$ cat config.mk
export PLATFORM = sky130hd
export DESIGN_NAME = uart_tx_gen
export DESIGN_NICKNAME = d
export VERILOG_FILES = /design/src/rtl/uart_tx_gen.sv
export SDC_FILE = /design/constraint.sdc
export NUM_CORES = 1
export LEC_CHECK = 0
export CAP_MARGIN = 20
export CORE_MARGIN = 2
export CORE_UTILIZATION = 40
export CTS_CLUSTER_SIZE = 10
export DETAILED_ROUTE_END_ITERATION = 10
export PLACE_DENSITY = 0.66
export SLEW_MARGIN = 40
export SYNTH_ARGS = -nofsm -noshare
export SYNTH_HDL_FRONTEND = slang
export SYNTH_SLANG_ARGS = --single-unit
$ cat constraint.sdc
create_clock -name clk -period 2.9 [get_ports clk]
set_clock_uncertainty 0.05 [all_clocks]
set_input_delay 0.435 -clock clk [delete_from_list [all_inputs] [get_ports clk]]
set_output_delay 0.435 -clock clk [all_outputs]
set_load 0.01 [all_outputs]
$ cat src/rtl/uart_tx_gen.sv
// uart_tx_gen
//   Parametrised UART transmitter with an input FIFO and internal baud divider.
//   Words are accepted over a valid/ready handshake, queued, then serialised
//   LSB-first as start, DATA_BITS data, optional parity, STOP_BITS stop bits.
//
// Ports
//   clk         system clock
//   reset       asynchronous, active-high reset
//   in_data     word to transmit (DATA_BITS wide)
//   in_valid    in_data valid
//   in_ready    FIFO can accept a word (not full)
//   tx          serial line, idle high, registered
//   busy        frame in progress or FIFO non-empty
//   fifo_count  words held in the FIFO (the word in the shifter is not counted)
module uart_tx_gen #(
    parameter int unsigned CLKS_PER_BIT = 16,
    parameter int unsigned DATA_BITS    = 8,
    parameter int unsigned PARITY       = 0,
    parameter int unsigned STOP_BITS    = 1,
    parameter int unsigned FIFO_DEPTH   = 4
) (
    input  logic                          clk,
    input  logic                          reset,
    input  logic [DATA_BITS-1:0]          in_data,
    input  logic                          in_valid,
    output logic                          in_ready,
    output logic                          tx,
    output logic                          busy,
    output logic [$clog2(FIFO_DEPTH):0]   fifo_count
);

    localparam int unsigned PW        = $clog2(FIFO_DEPTH);
    localparam int unsigned CW        = PW + 1;
    localparam int unsigned STOP_CLKS = STOP_BITS * CLKS_PER_BIT;
    localparam int unsigned BAUD_W    = $clog2(STOP_CLKS);
    localparam int unsigned BIT_W     = $clog2(DATA_BITS);

    typedef enum logic [2:0] {IDLE, START, DATA, PAR, STOP} state_t;

    // ------------------------------------------------------------------
    // FIFO
    // ------------------------------------------------------------------
    logic [DATA_BITS-1:0] mem [FIFO_DEPTH];
    logic [PW-1:0]        wr_ptr;
    logic [PW-1:0]        rd_ptr;
    logic                 push;
    logic                 pop;
    logic [DATA_BITS-1:0] head;
    logic                 head_par;

    assign in_ready = (fifo_count != CW'(FIFO_DEPTH));
    assign push     = in_valid & in_ready;
    assign head     = mem[rd_ptr];
    assign head_par = (PARITY == 2) ? (^head) : ~(^head);

    // Storage is deliberately not reset; only pointers and count are.
    always_ff @(posedge clk) begin
        if (push) begin
            mem[wr_ptr] <= in_data;
        end
    end

    always_ff @(posedge clk or posedge reset) begin
        if (reset) begin
            wr_ptr     <= '0;
            rd_ptr     <= '0;
            fifo_count <= '0;
        end else begin
            if (push) begin
                wr_ptr <= wr_ptr + PW'(1);
            end
            if (pop) begin
                rd_ptr <= rd_ptr + PW'(1);
            end
            case ({push, pop})
                2'b10:   fifo_count <= fifo_count + CW'(1);
                2'b01:   fifo_count <= fifo_count - CW'(1);
                default: fifo_count <= fifo_count;
            endcase
        end
    end

    // ------------------------------------------------------------------
    // Transmit FSM
    // ------------------------------------------------------------------
    state_t               state, state_next;
    logic [BAUD_W-1:0]    baud_cnt, baud_next;
    logic [BIT_W-1:0]     bit_cnt, bit_next;
    logic [DATA_BITS-1:0] shift, shift_next;
    logic                 par_bit, par_next;
    logic                 tx_next;
    logic                 bit_end;
    logic                 stop_end;
    logic                 bit_last;

    assign bit_end  = (baud_cnt == BAUD_W'(CLKS_PER_BIT - 1));
    assign stop_end = (baud_cnt == BAUD_W'(STOP_CLKS - 1));
    assign bit_last = (bit_cnt == BIT_W'(DATA_BITS - 1));

    // State register
    always_ff @(posedge clk or posedge reset) begin
        if (reset) begin
            state    <= IDLE;
            baud_cnt <= '0;
            bit_cnt  <= '0;
            shift    <= '0;
            par_bit  <= 1'b0;
            tx       <= 1'b1;
        end else begin
            state    <= state_next;
            baud_cnt <= baud_next;
            bit_cnt  <= bit_next;
            shift    <= shift_next;
            par_bit  <= par_next;
            tx       <= tx_next;
        end
    end

    // Next-state logic; a pop loads the shifter and computes parity at once.
    always_comb begin
        state_next = state;
        baud_next  = baud_cnt + BAUD_W'(1);
        bit_next   = bit_cnt;
        shift_next = shift;
        par_next   = par_bit;
        pop        = 1'b0;
        case (state)
            IDLE: begin
                baud_next = '0;
                if (fifo_count != '0) begin
                    pop        = 1'b1;
                    shift_next = head;
                    par_next   = head_par;
                    bit_next   = '0;
                    state_next = START;
                end
            end
            START: begin
                if (bit_end) begin
                    baud_next  = '0;
                    bit_next   = '0;
                    state_next = DATA;
                end
            end
            DATA: begin
                if (bit_end) begin
                    baud_next = '0;
                    if (bit_last) begin
                        state_next = (PARITY != 0) ? PAR : STOP;
                    end else begin
                        shift_next = shift >> 1;
                        bit_next   = bit_cnt + BIT_W'(1);
                    end
                end
            end
            PAR: begin
                if (bit_end) begin
                    baud_next  = '0;
                    state_next = STOP;
                end
            end
            STOP: begin
                if (stop_end) begin
                    baud_next = '0;
                    if (fifo_count != '0) begin
                        pop        = 1'b1;
                        shift_next = head;
                        par_next   = head_par;
                        bit_next   = '0;
                        state_next = START;
                    end else begin
                        state_next = IDLE;
                    end
                end
            end
            default: begin
                baud_next  = '0;
                state_next = IDLE;
            end
        endcase
    end

    // Output logic: tx is registered, so its next value is decoded from the
    // next state and next shifter contents rather than the current ones.
    always_comb begin
        tx_next = 1'b1;
        case (state_next)
            IDLE:    tx_next = 1'b1;
            START:   tx_next = 1'b0;
            DATA:    tx_next = shift_next[0];
            PAR:     tx_next = par_next;
            STOP:    tx_next = 1'b1;
            default: tx_next = 1'b1;
        endcase
    end

    assign busy = (state != IDLE) | (fifo_count != '0);

endmodule
==> summary.md, run 1 <==
| Metric | Value |
|---|---|
| Fin crit period | `2.34 ns` |
| CP endpoint kind | `output port` |
| Gp weighted congestion | `approximately 0.88` |
| Max-cap violations | `0` |
| DR pass1 iterations | `4` |
| Starting DRT DRC Count | `87` |
| Post-Layout Cell Count | `between 200 and 300` |
| Remaining Overflow, GRT | `0` |
| Top post-synthesis cells by area | `edfxtp_1 37%, dfrtp_1 25%, mux4_2 6.9%, ha_1 3.8%, xnor2_1 3.7%` |
| Peak VDD IR | `0.394 mV` |
| Most instantiated cells after synthesis | `32 x edfxtp_1, 26 x dfrtp_1, 15 x inv_1` |
| Layout cells sized above 1 | `16.7%` |
| Flops & latches, synth | `59` |
| Post-route DRC violation count | `0` |
| Root Driver | `clkbuf_8` |
| Initial antenna violation count | `0` |
| H-tree Lvls | `3` |
| Worst-skew pair later-pin latency | `0.34 ns` |
| RSZ-0062 raised after global routing | `false` |
| EDFF count, synth | `32` |
| DR vias/cell | `5.17` |
| Final setup viols | `0` |
| Sink Count | `~60` |
| Via count | `1484` |
| First-pass GRT wire length | `between 7000 and 8000 um` |
| R2R Setup Slk | `0.59 ns` |
| Worst Hold Class | `in -> async` |
| Cts repair resizes | `0` |
| Area delta synth->final | `16.1%` |
| Hold_buf cts | `0` |
| Status | `finished clean` |
| CTS tree | `built` |
| Post-synth top flop | `edfxtp_1` |
| Setup crit start | `fifo_count[0]` |
| I/O Buffers | `16` |
| CP Class | `reg -> out` |
| DP HPWL | `slightly above 3000 um` |
| Final-stage net count | `225` |
| Total I/O pin count | `17` |
| Leakage | `1.20 nW` |
| Register area | `1640 um^2` |
| Pin slew with the least headroom to its limit | `0.568 ns` |
| Ant. Diodes | `0` |
| Worst hold-check slack | `0.413 ns` |
| CP Capture Point | `busy` |
| R2r startpoint | `state[0]` |
| All-layer global routing usage | `13.7%` |
| Placed cell count | `271` |
| Row count | `29` |
| Die Span Y | `85.0 um` |
| DRT antenna net count | `0` |
| Slew HR | `62.1%` |
| Fin. Hold Viols | `0` |
| Syn_nets | `201` |
| Cell variety after synth | `41` |
| Dominant cell by count in the synthesized netlist | `edfxtp_1` |
| Initial core utilization | `approximately two fifths` |
| CP max FO | `6` |
| Vias in the first global route | `between 1k and 1.5k` |
| FF-to-FF path depth | `9` |
| Area share of the largest cell type after synthesis | `a little over a third` |
| Clock Path Buffers | `2` |
| Mapped Cells | `181` |
| Async S/R FF share, synth | `45.8%` |
| PwrDens | `707 nW/um^2` |
| Period utilization | `80.5%` |
| Setup TNS | `0 ns` |
| Die area | `7220 um^2` |
| Reg2reg end | `fifo_count[2]` |
| Sequential-to-total area share from yosys stat | `a little over three fifths` |
| Cell Area, Synth | `2620 um^2` |
| # fillers | `531` |
| Critical Path AT | `approximately 1.9 ns` |
| Core Area | `6350 um^2` |
| Syn avg cell area | `roughly 14 um^2` |
| Slew Limit Fails | `0` |
| Width of the die | `between 80 and 90 um` |
| Post-CTS Setup Inserts | `0` |
| Worst Path Required | `2.41 ns` |
| Clk slew on worst S/H paths | `about 0.070 ns` |
| CTS buffer count | `9` |
| Multi-input combinational cell area | `893 um^2` |
| Ys Warns | `0` |
| Drt total wl | `~4400 um` |
| Max Clock Freq | `0.428 GHz` |
| Largest net degree at the start of global routing | `28` |
| DR WL/cell | `15.3 um` |
| Area leader, netlist | `edfxtp_1` |
| CP startpoint kind | `flip-flop` |
-- cell type report --
class                           count  area share, %
Inverter                           15           1.85
Clock inverter                      7           1.73
Tap cell                           77           3.17
Sequential cell                    59           53.8
Timing Repair Buffer               19           6.00
Multi-Input combinational cell    101           29.4
Clock buffer                        9           4.07
-- worst min-delay path by stage --
stage / cells past startpoint / end / slack [ns] / from
floorplan: 2 / shift[1] / 0.41 / shift[2]
global placement: 2 / shift[2] / 0.42 / shift[3]
detailed placement: 2 / shift[4] / 0.43 / shift[5]
CTS: 3 / baud_cnt[0] / 0.41 / reset
global route: 3 / wr_ptr[1] / 0.44 / reset
finish: 3 / baud_cnt[0] / 0.41 / reset
-- critical path, cell delays in order (launching register included) --
cell             delay (ns)
dfrtp_1                0.46
nor3_1                 0.42
nand3b_1               0.14
clkdlybuf4s50_1        0.50
-- cell usage in the layout (no fill, tap or decap), types with 2 or more instances in the layout --
cell	instances
dfrtp_1	26
a222oi_1	6
inv_1	15
xnor2_1	11
a22o_1	3
edfxtp_1	32
clkbuf_8	9
buf_4	3
nand2_1	8
clkdlybuf4s50_1	16
o21ai_0	4
nor2_1	8
nand3_1	2
clkinvlp_4	3
mux2_2	2
ha_1	8
nand3_2	2
xor2_1	4
inv_6	2
or3_1	2
nor3_1	3
a21oi_1	8
and3_1	5
mux4_2	8
-- layer usage --
layer	up-vias	track usage (%)	wire, um
met2	28	21.9	2160
li1	725	-	-
met5	-	0	0
met3	8	5.25	157
met4	0	6.49	92
met1	723	16.2	1990
-- cells by family after synthesis --
group | synth area share (%)
AND/OR/NAND/NOR | 8.21
flip-flops | 62.5
XOR/XNOR | 5.01
adder cells (fa/ha/maj) | 4.58
AO/OA/AOI/OAI | 8.16
multiplexers | 8.11
buffers and inverters | 3.44
-- state kept, by name (all words and copies together), names as in the netlist --
name,count
state,3
bit_cnt,3
rd_ptr,2
baud_cnt,4
fifo_count,3
mem,32
tx,1
par_bit,1
wr_ptr,2
shift,8
-- power breakdown --
| part | internal [W] | total [W] | leakage, nW | switching, W |
|---|---|---|---|---|
| Combinational | 0.000194 | 0.000411 | 0.491 | 0.000216 |
| Clock | 0.000313 | 0.000653 | 0.0799 | 0.000340 |
| Sequential | 0.00102 | 0.00109 | 0.625 | 0.0000682 |
| Total | 0.00153 | 0.00215 | 1.20 | 0.000624 |
-- per-stage QoR --
step                      total power, W  area, um^2  utilization [%]  worst slack [ns]
after global routing             0.00228        3040             47.9             0.400
after global placement           0.00152        2870             45.1             0.609
final                            0.00215        3040             47.9             0.565
after floorplan                  0.00136        2620                -             0.582
after detailed placement         0.00153        2870             45.1             0.564
after CTS                        0.00219        3040             47.9             0.531
Note: power is estimated with default switching activity, not from simulation.
==> inputs of run 2 (changes only) <==
--- a/config.mk
+++ b/config.mk
@@ -10,7 +10,7 @@
 export CORE_UTILIZATION = 40
 export CTS_CLUSTER_SIZE = 10
 export DETAILED_ROUTE_END_ITERATION = 10
-export PLACE_DENSITY = 0.66
+export PLACE_DENSITY = 0.68
 export SLEW_MARGIN = 40
 export SYNTH_ARGS = -nofsm -noshare
 export SYNTH_HDL_FRONTEND = slang
==> constraint.sdc (replaced) <==
create_clock -name clk -period 1.88 [get_ports clk]
set_clock_uncertainty 0.05 [all_clocks]
set_input_delay 0.282 -clock clk [delete_from_list [all_inputs] [get_ports clk]]
set_output_delay 0.282 -clock clk [all_outputs]
set_load 0.01 [all_outputs]
==> summary.md, run 2 (synthesized netlist as in run 1, its figures left out) <==
| Metric | Value |
|---|---|
| Status | `finished, violations left` |
| Failing checks | `setup timing` |
| I/O Buffers | `16` |
| All-layer global routing usage | `about 14%` |
| Clk slew on worst S/H paths | `0.07 ns` |
| Ant. Diodes | `0` |
| Starting DRT DRC Count | `144` |
| Max reg flops | `32` |
| Most common cell after layout, fill and taps aside | `buf_4` |
| CP endpoint kind | `flip-flop` |
| Via count | `about 1.7k` |
| H-tree Lvls | `3` |
| Slew Limit Fails | `0` |
| Post-Layout Cell Count | `331` |
| Max Clock Freq | `0.508 GHz` |
| CP Capture Point | `par_bit` |
| FF-to-FF path depth | `6` |
| Placed cell count | `roughly 310` |
| Area delta synth->final | `36.5%` |
| Remaining Overflow, GRT | `0` |
| CP max stage delay | `0.56 ns` |
| Max-cap violations | `0` |
| Pin slew with the least headroom to its limit | `0.399 ns` |
| CTS tree | `built` |
| Critical Path AT | `2.14 ns` |
| Total I/O pin count | `17` |
| R2r startpoint | `rd_ptr[0]` |
| Area after DPL | `3220 um^2` |
| Die Span Y | `85.0 um` |
| Slew HR | `73.4%` |
| Vias in the first global route | `roughly 1.7k` |
| DP HPWL | `3280 um` |
| PwrDens | `1100 nW/um^2` |
| Most common cell on crit path | `xnor2_2` |
| Row count | `29` |
| Fin crit period | `1.97 ns` |
| Delay-heaviest family, CP | `multiplexers` |
| RSZ-0062 raised after global routing | `true` |
| Biggest regs | `mem x32, shift x8, baud_cnt x4` |
| Highest-count cells in the layout ignoring fill and taps | `43 x buf_4, 32 x edfxtp_1, 24 x dfrtp_1` |
| Worst Path Required | `2.05 ns` |
| DRT antenna net count | `0` |
| DR vias/cell | `5.11` |
| R2R Setup Slk | `-0.09 ns` |
| CTS buffer count | `9` |
| Worst path cell trace | `buf_6 -> mux4_2 -> xnor2_2 -> xnor2_2 -> xnor2_1 -> mux2_4` |
| Hold_buf cts | `0` |
| Worst Hold Class | `in -> async` |
| CP startpoint kind | `flip-flop` |
| Worst path depth | `6` |
| Worst-skew pair later-pin latency | `about 0.34 ns` |
| Worst path bufs/invs | `1` |
| Peak VDD IR | `roughly 0.96 mV` |
| Reg2reg end | `par_bit` |
| Worst setup margin | `-0.0870 ns` |
| Largest net degree at the start of global routing | `28` |
| Post-route DRC violation count | `0` |
| Leakage | `1.47 nW` |
| Final setup viols | `3` |
| Final Cell Area | `3580 um^2` |
| Width of the die | `between 80 and 90 um` |
| Drt total wl | `4760 um` |
| Initial antenna violation count | `0` |
| Initial core utilization | `41.3%` |
| Layout cells sized above 1 | `40.2%` |
| Die area | `7220 um^2` |
| Worst slack, placed | `-0.119 ns` |
| Period utilization | `105%` |
| Most flop-heavy register | `mem` |
| Clock Path Buffers | `2` |
| DR WL/cell | `14.4 um` |
| CP max FO | `3` |
| First-pass GRT wire length | `7900 um` |
| Tot Pwr | `~0.004 W` |
| Fin. Hold Viols | `0` |
| DR pass1 iterations | `4` |
| Final-stage net count | `269` |
| CP Class | `reg -> reg` |
| Root Driver | `clkbuf_8` |
| Setup TNS | `-0.142 ns` |
| Gp weighted congestion | `0.815` |
| Setup crit start | `rd_ptr[0]` |
| Sink Count | `59` |
| Slowest CP cell | `mux4_2` |
| Core Area | `6350 um^2` |
==> run 2: how the worst min path moves through the flow <==
stage,slack [ns],cells past startpoint,from,end
6_report,0.25,3,reset,state[0]
5_1_grt,0.32,3,reset,fifo_count[0]
4_1_cts,0.26,3,reset,state[2]
3_5_place_dp,0.43,2,shift[4],shift[3]
3_3_place_gp,0.42,2,shift[7],shift[6]
2_1_floorplan,0.28,1,reset,baud_cnt[0]
==> run 2: cell type report <==
class | instances | area, um^2
repair buffers | 63 | 520
clock inverters | 7 | 92.6
multi-input cells | 101 | 1050
inverters | 15 | 56.3
flip-flops and latches | 59 | 1640
well taps | 77 | 96.3
clock buffers | 9 | 124
fillers | 498 | 2770
==> run 2: metal layers <==
layer / part of all wire, % / routed length [um] / global-route usage (%)
met4: 1.7 / 79 / 6.93
met2: 49 / 2320 / 22.0
met3: 2.9 / 137 / 3.79
met5: 0 / 0 / 0
met1: 47 / 2230 / 18.9
==> run 2: worst reg2reg max path, stage by stage, from the launching register on <==
cell and delay, ns:
dfrtp_1 0.40, buf_6 0.13, mux4_2 0.56, xnor2_2 0.18, xnor2_2 0.15, xnor2_1 0.13, mux2_4 0.25
==> run 2: stage by stage <==
stage | util (%) | hold slack (ns)
finish | 56.3 | 0.251
detailed placement | 50.7 | 0.429
CTS | 55.3 | 0.262
floorplan | - | 0.284
global route | 56.3 | 0.321
global placement | 50.7 | 0.421
==> run 2: timing repair <==
action | 4_1_cts | 5_1_grt
setup endpoints to repair | 12 | 12
pin swaps | 6 | 16
buffers inserted | 2 | 5
cloned | 0 | 0
gates resized for setup | 14 | 9
==> run 2: report_power, final <==
part,internal [W],switching (W)
Clock,0.000740,0.000516
Sequential,0.00158,0.0000907
Combinational,0.000559,0.000442
Total,0.00288,0.00105
==> inputs of run 3 (changes only) <==
--- a/config.mk
+++ b/config.mk
@@ -7,10 +7,11 @@
 export LEC_CHECK = 0
 export CAP_MARGIN = 20
 export CORE_MARGIN = 2
-export CORE_UTILIZATION = 40
+export CORE_UTILIZATION = 52
 export CTS_CLUSTER_SIZE = 10
 export DETAILED_ROUTE_END_ITERATION = 10
-export PLACE_DENSITY = 0.68
+export PLACE_DENSITY = 0.82
+export SETUP_SLACK_MARGIN = 0.3
 export SLEW_MARGIN = 40
 export SYNTH_ARGS = -nofsm -noshare
 export SYNTH_HDL_FRONTEND = slang
==> summary.md, run 3 (synthesized netlist as in run 1, its figures left out) <==
| Metric | Value |
|---|---|
| Status | `finished, violations left` |
| Failing checks | `setup timing` |
| Total I/O pin count | `17` |
| Fin crit period | `1.98 ns` |
| I/O Buffers | `16` |
| CTS buffer count | `9` |
| Fin. Hold Viols | `0` |
| Worst hold-check slack | `between 0.2 and 0.3 ns` |
| Initial core utilization | `54.8%` |
| Root Driver | `clkbuf_8` |
| Vias in the first global route | `around 1.8k` |
| Max reg flops | `32` |
| Setup TNS | `-0.562 ns` |
| Final setup viols | `10` |
| Slowest CP cell | `mux4_2` |
| Gp weighted congestion | `0.892` |
| Sink Count | `59` |
| Clk slew on worst S/H paths | `around 0.07 ns` |
| Biggest regs | `mem x32, shift x8, baud_cnt x4` |
| Hold_buf cts | `0` |
| Final-stage net count | `258` |
| H-tree Lvls | `3` |
| Peak VDD IR | `~1 mV` |
| Pin slew with the least headroom to its limit | `0.434 ns` |
| CP endpoint kind | `flip-flop` |
| Slew Limit Fails | `0` |
| Worst-skew pair later-pin latency | `0.34 ns` |
| DP HPWL | `3560 um` |
| CTS tree | `built` |
| Worst setup margin | `-0.0988 ns` |
| Placed cell count | `284` |
| Tot Pwr | `0.00372 W` |
| Core Area | `4790 um^2` |
| Util after Layout | `between 70 and 80%` |
| DRT antenna net count | `0` |
| Most common cell on crit path | `xnor2_1` |
| Slew HR | `71.1%` |
| Worst Hold Class | `in -> async` |
| Ant. Diodes | `0` |
| Starting DRT DRC Count | `165` |
| Row count | `25` |
| PwrDens | `1070 nW/um^2` |
| Highest-count cells in the layout ignoring fill and taps | `32 x edfxtp_1, 30 x buf_4, 24 x dfrtp_1` |
| Most common cell after layout, fill and taps aside | `edfxtp_1` |
| All-layer global routing usage | `22.5%` |
| Post-route DRC violation count | `0` |
| CP max FO | `10` |
| Most flop-heavy register | `mem` |
| DR vias/cell | `about 5.6` |
| Critical Path AT | `2.16 ns` |
| Max-cap violations | `0` |
| RSZ-0062 raised after global routing | `true` |
| Die Span Y | `75 um` |
| Post-Layout Cell Count | `310` |
| Initial antenna violation count | `0` |
| CP startpoint kind | `flip-flop` |
| Layout cells sized above 1 | `40.7%` |
| DR pass1 iterations | `7` |
| DR WL/cell | `18.2 um` |
| First-pass GRT wire length | `8810 um` |
| Area delta synth->final | `32.3%` |
| Worst path cell trace | `buf_12 -> mux4_2 -> xnor2_1 -> xnor2_1 -> xnor2_1 -> mux2_2` |
| Leakage | `1.40 nW` |
| Die area | `5630 um^2` |
| Max Clock Freq | `~0.51 GHz` |
| Worst Path Required | `2.06 ns` |
| Remaining Overflow, GRT | `0` |
| Via count | `around 1.7k` |
| CP max stage delay | `0.56 ns` |
| Clock Path Buffers | `2` |
| Drt total wl | `5630 um` |
| Period utilization | `105%` |
| CP Class | `reg -> reg` |
| Width of the die | `75 um` |
| Largest net degree at the start of global routing | `28` |
| # fillers | `around 320` |
[run 3: critical path: cells and delay by family, from the launching register on]
| family | cells | cell delay [ns] |
|---|---|---|
| multiplexers | 2 | 0.82 |
| XOR/XNOR | 3 | 0.48 |
| flip-flops | 1 | 0.37 |
| buffers and inverters | 1 | 0.15 |
[run 3: cell type report]
| class | count | area [um^2] | area share [%] |
|---|---|---|---|
| Multi-Input combinational cell | 101 | 1060 | 30.5 |
| Sequential cell | 59 | 1640 | 47.3 |
| Clock inverter | 6 | 57.6 | 1.66 |
| Inverter | 15 | 56.3 | 1.62 |
| Clock buffer | 10 | 128 | 3.68 |
| Timing Repair Buffer | 52 | 443 | 12.8 |
| Tap cell | 67 | 83.8 | 2.42 |
[run 3: final timing paths]
path,cells after the start,slack [ns],end,start
max,6,-0.1,par_bit,rd_ptr[0]
min,3,0.26,baud_cnt[2],reset
max reg2reg,6,-0.1,par_bit,rd_ptr[0]
min reg2reg,2,0.45,shift[1],shift[2]
max in group asynchronous,3,1.21,tx,reset
min in group clk,2,0.45,shift[1],shift[2]
[run 3: where the power goes]
group          internal (W)  switching [W]  leakage, nW
logic              0.000469       0.000468        0.681
clock network      0.000602       0.000501       0.0958
registers           0.00158      0.0000965        0.623
[run 3: routing by layer]
metal	share of wire, %	up-vias	global-route usage [%]
met4	2.5	0	11.5
met3	4.8	13	7.36
met2	55	57	37.9
li1	-	790	-
met5	0	-	0
met1	38	879	25.5
[run 3: timing repair]
action	in CTS	in global routing
pin swaps	7	11
gates resized for setup	32	9
buffers inserted	6	4
setup endpoints to repair	26	35
[run 3: through the flow]
step | setup slack (ns) | instance area (um^2)
4_1_cts | -0.0993 | 3400
6_report | -0.0988 | 3470
3_3_place_gp | -0.0654 | 3120
3_5_place_dp | -0.117 | 3120
5_1_grt | -0.193 | 3470
2_1_floorplan | -0.130 | 2710
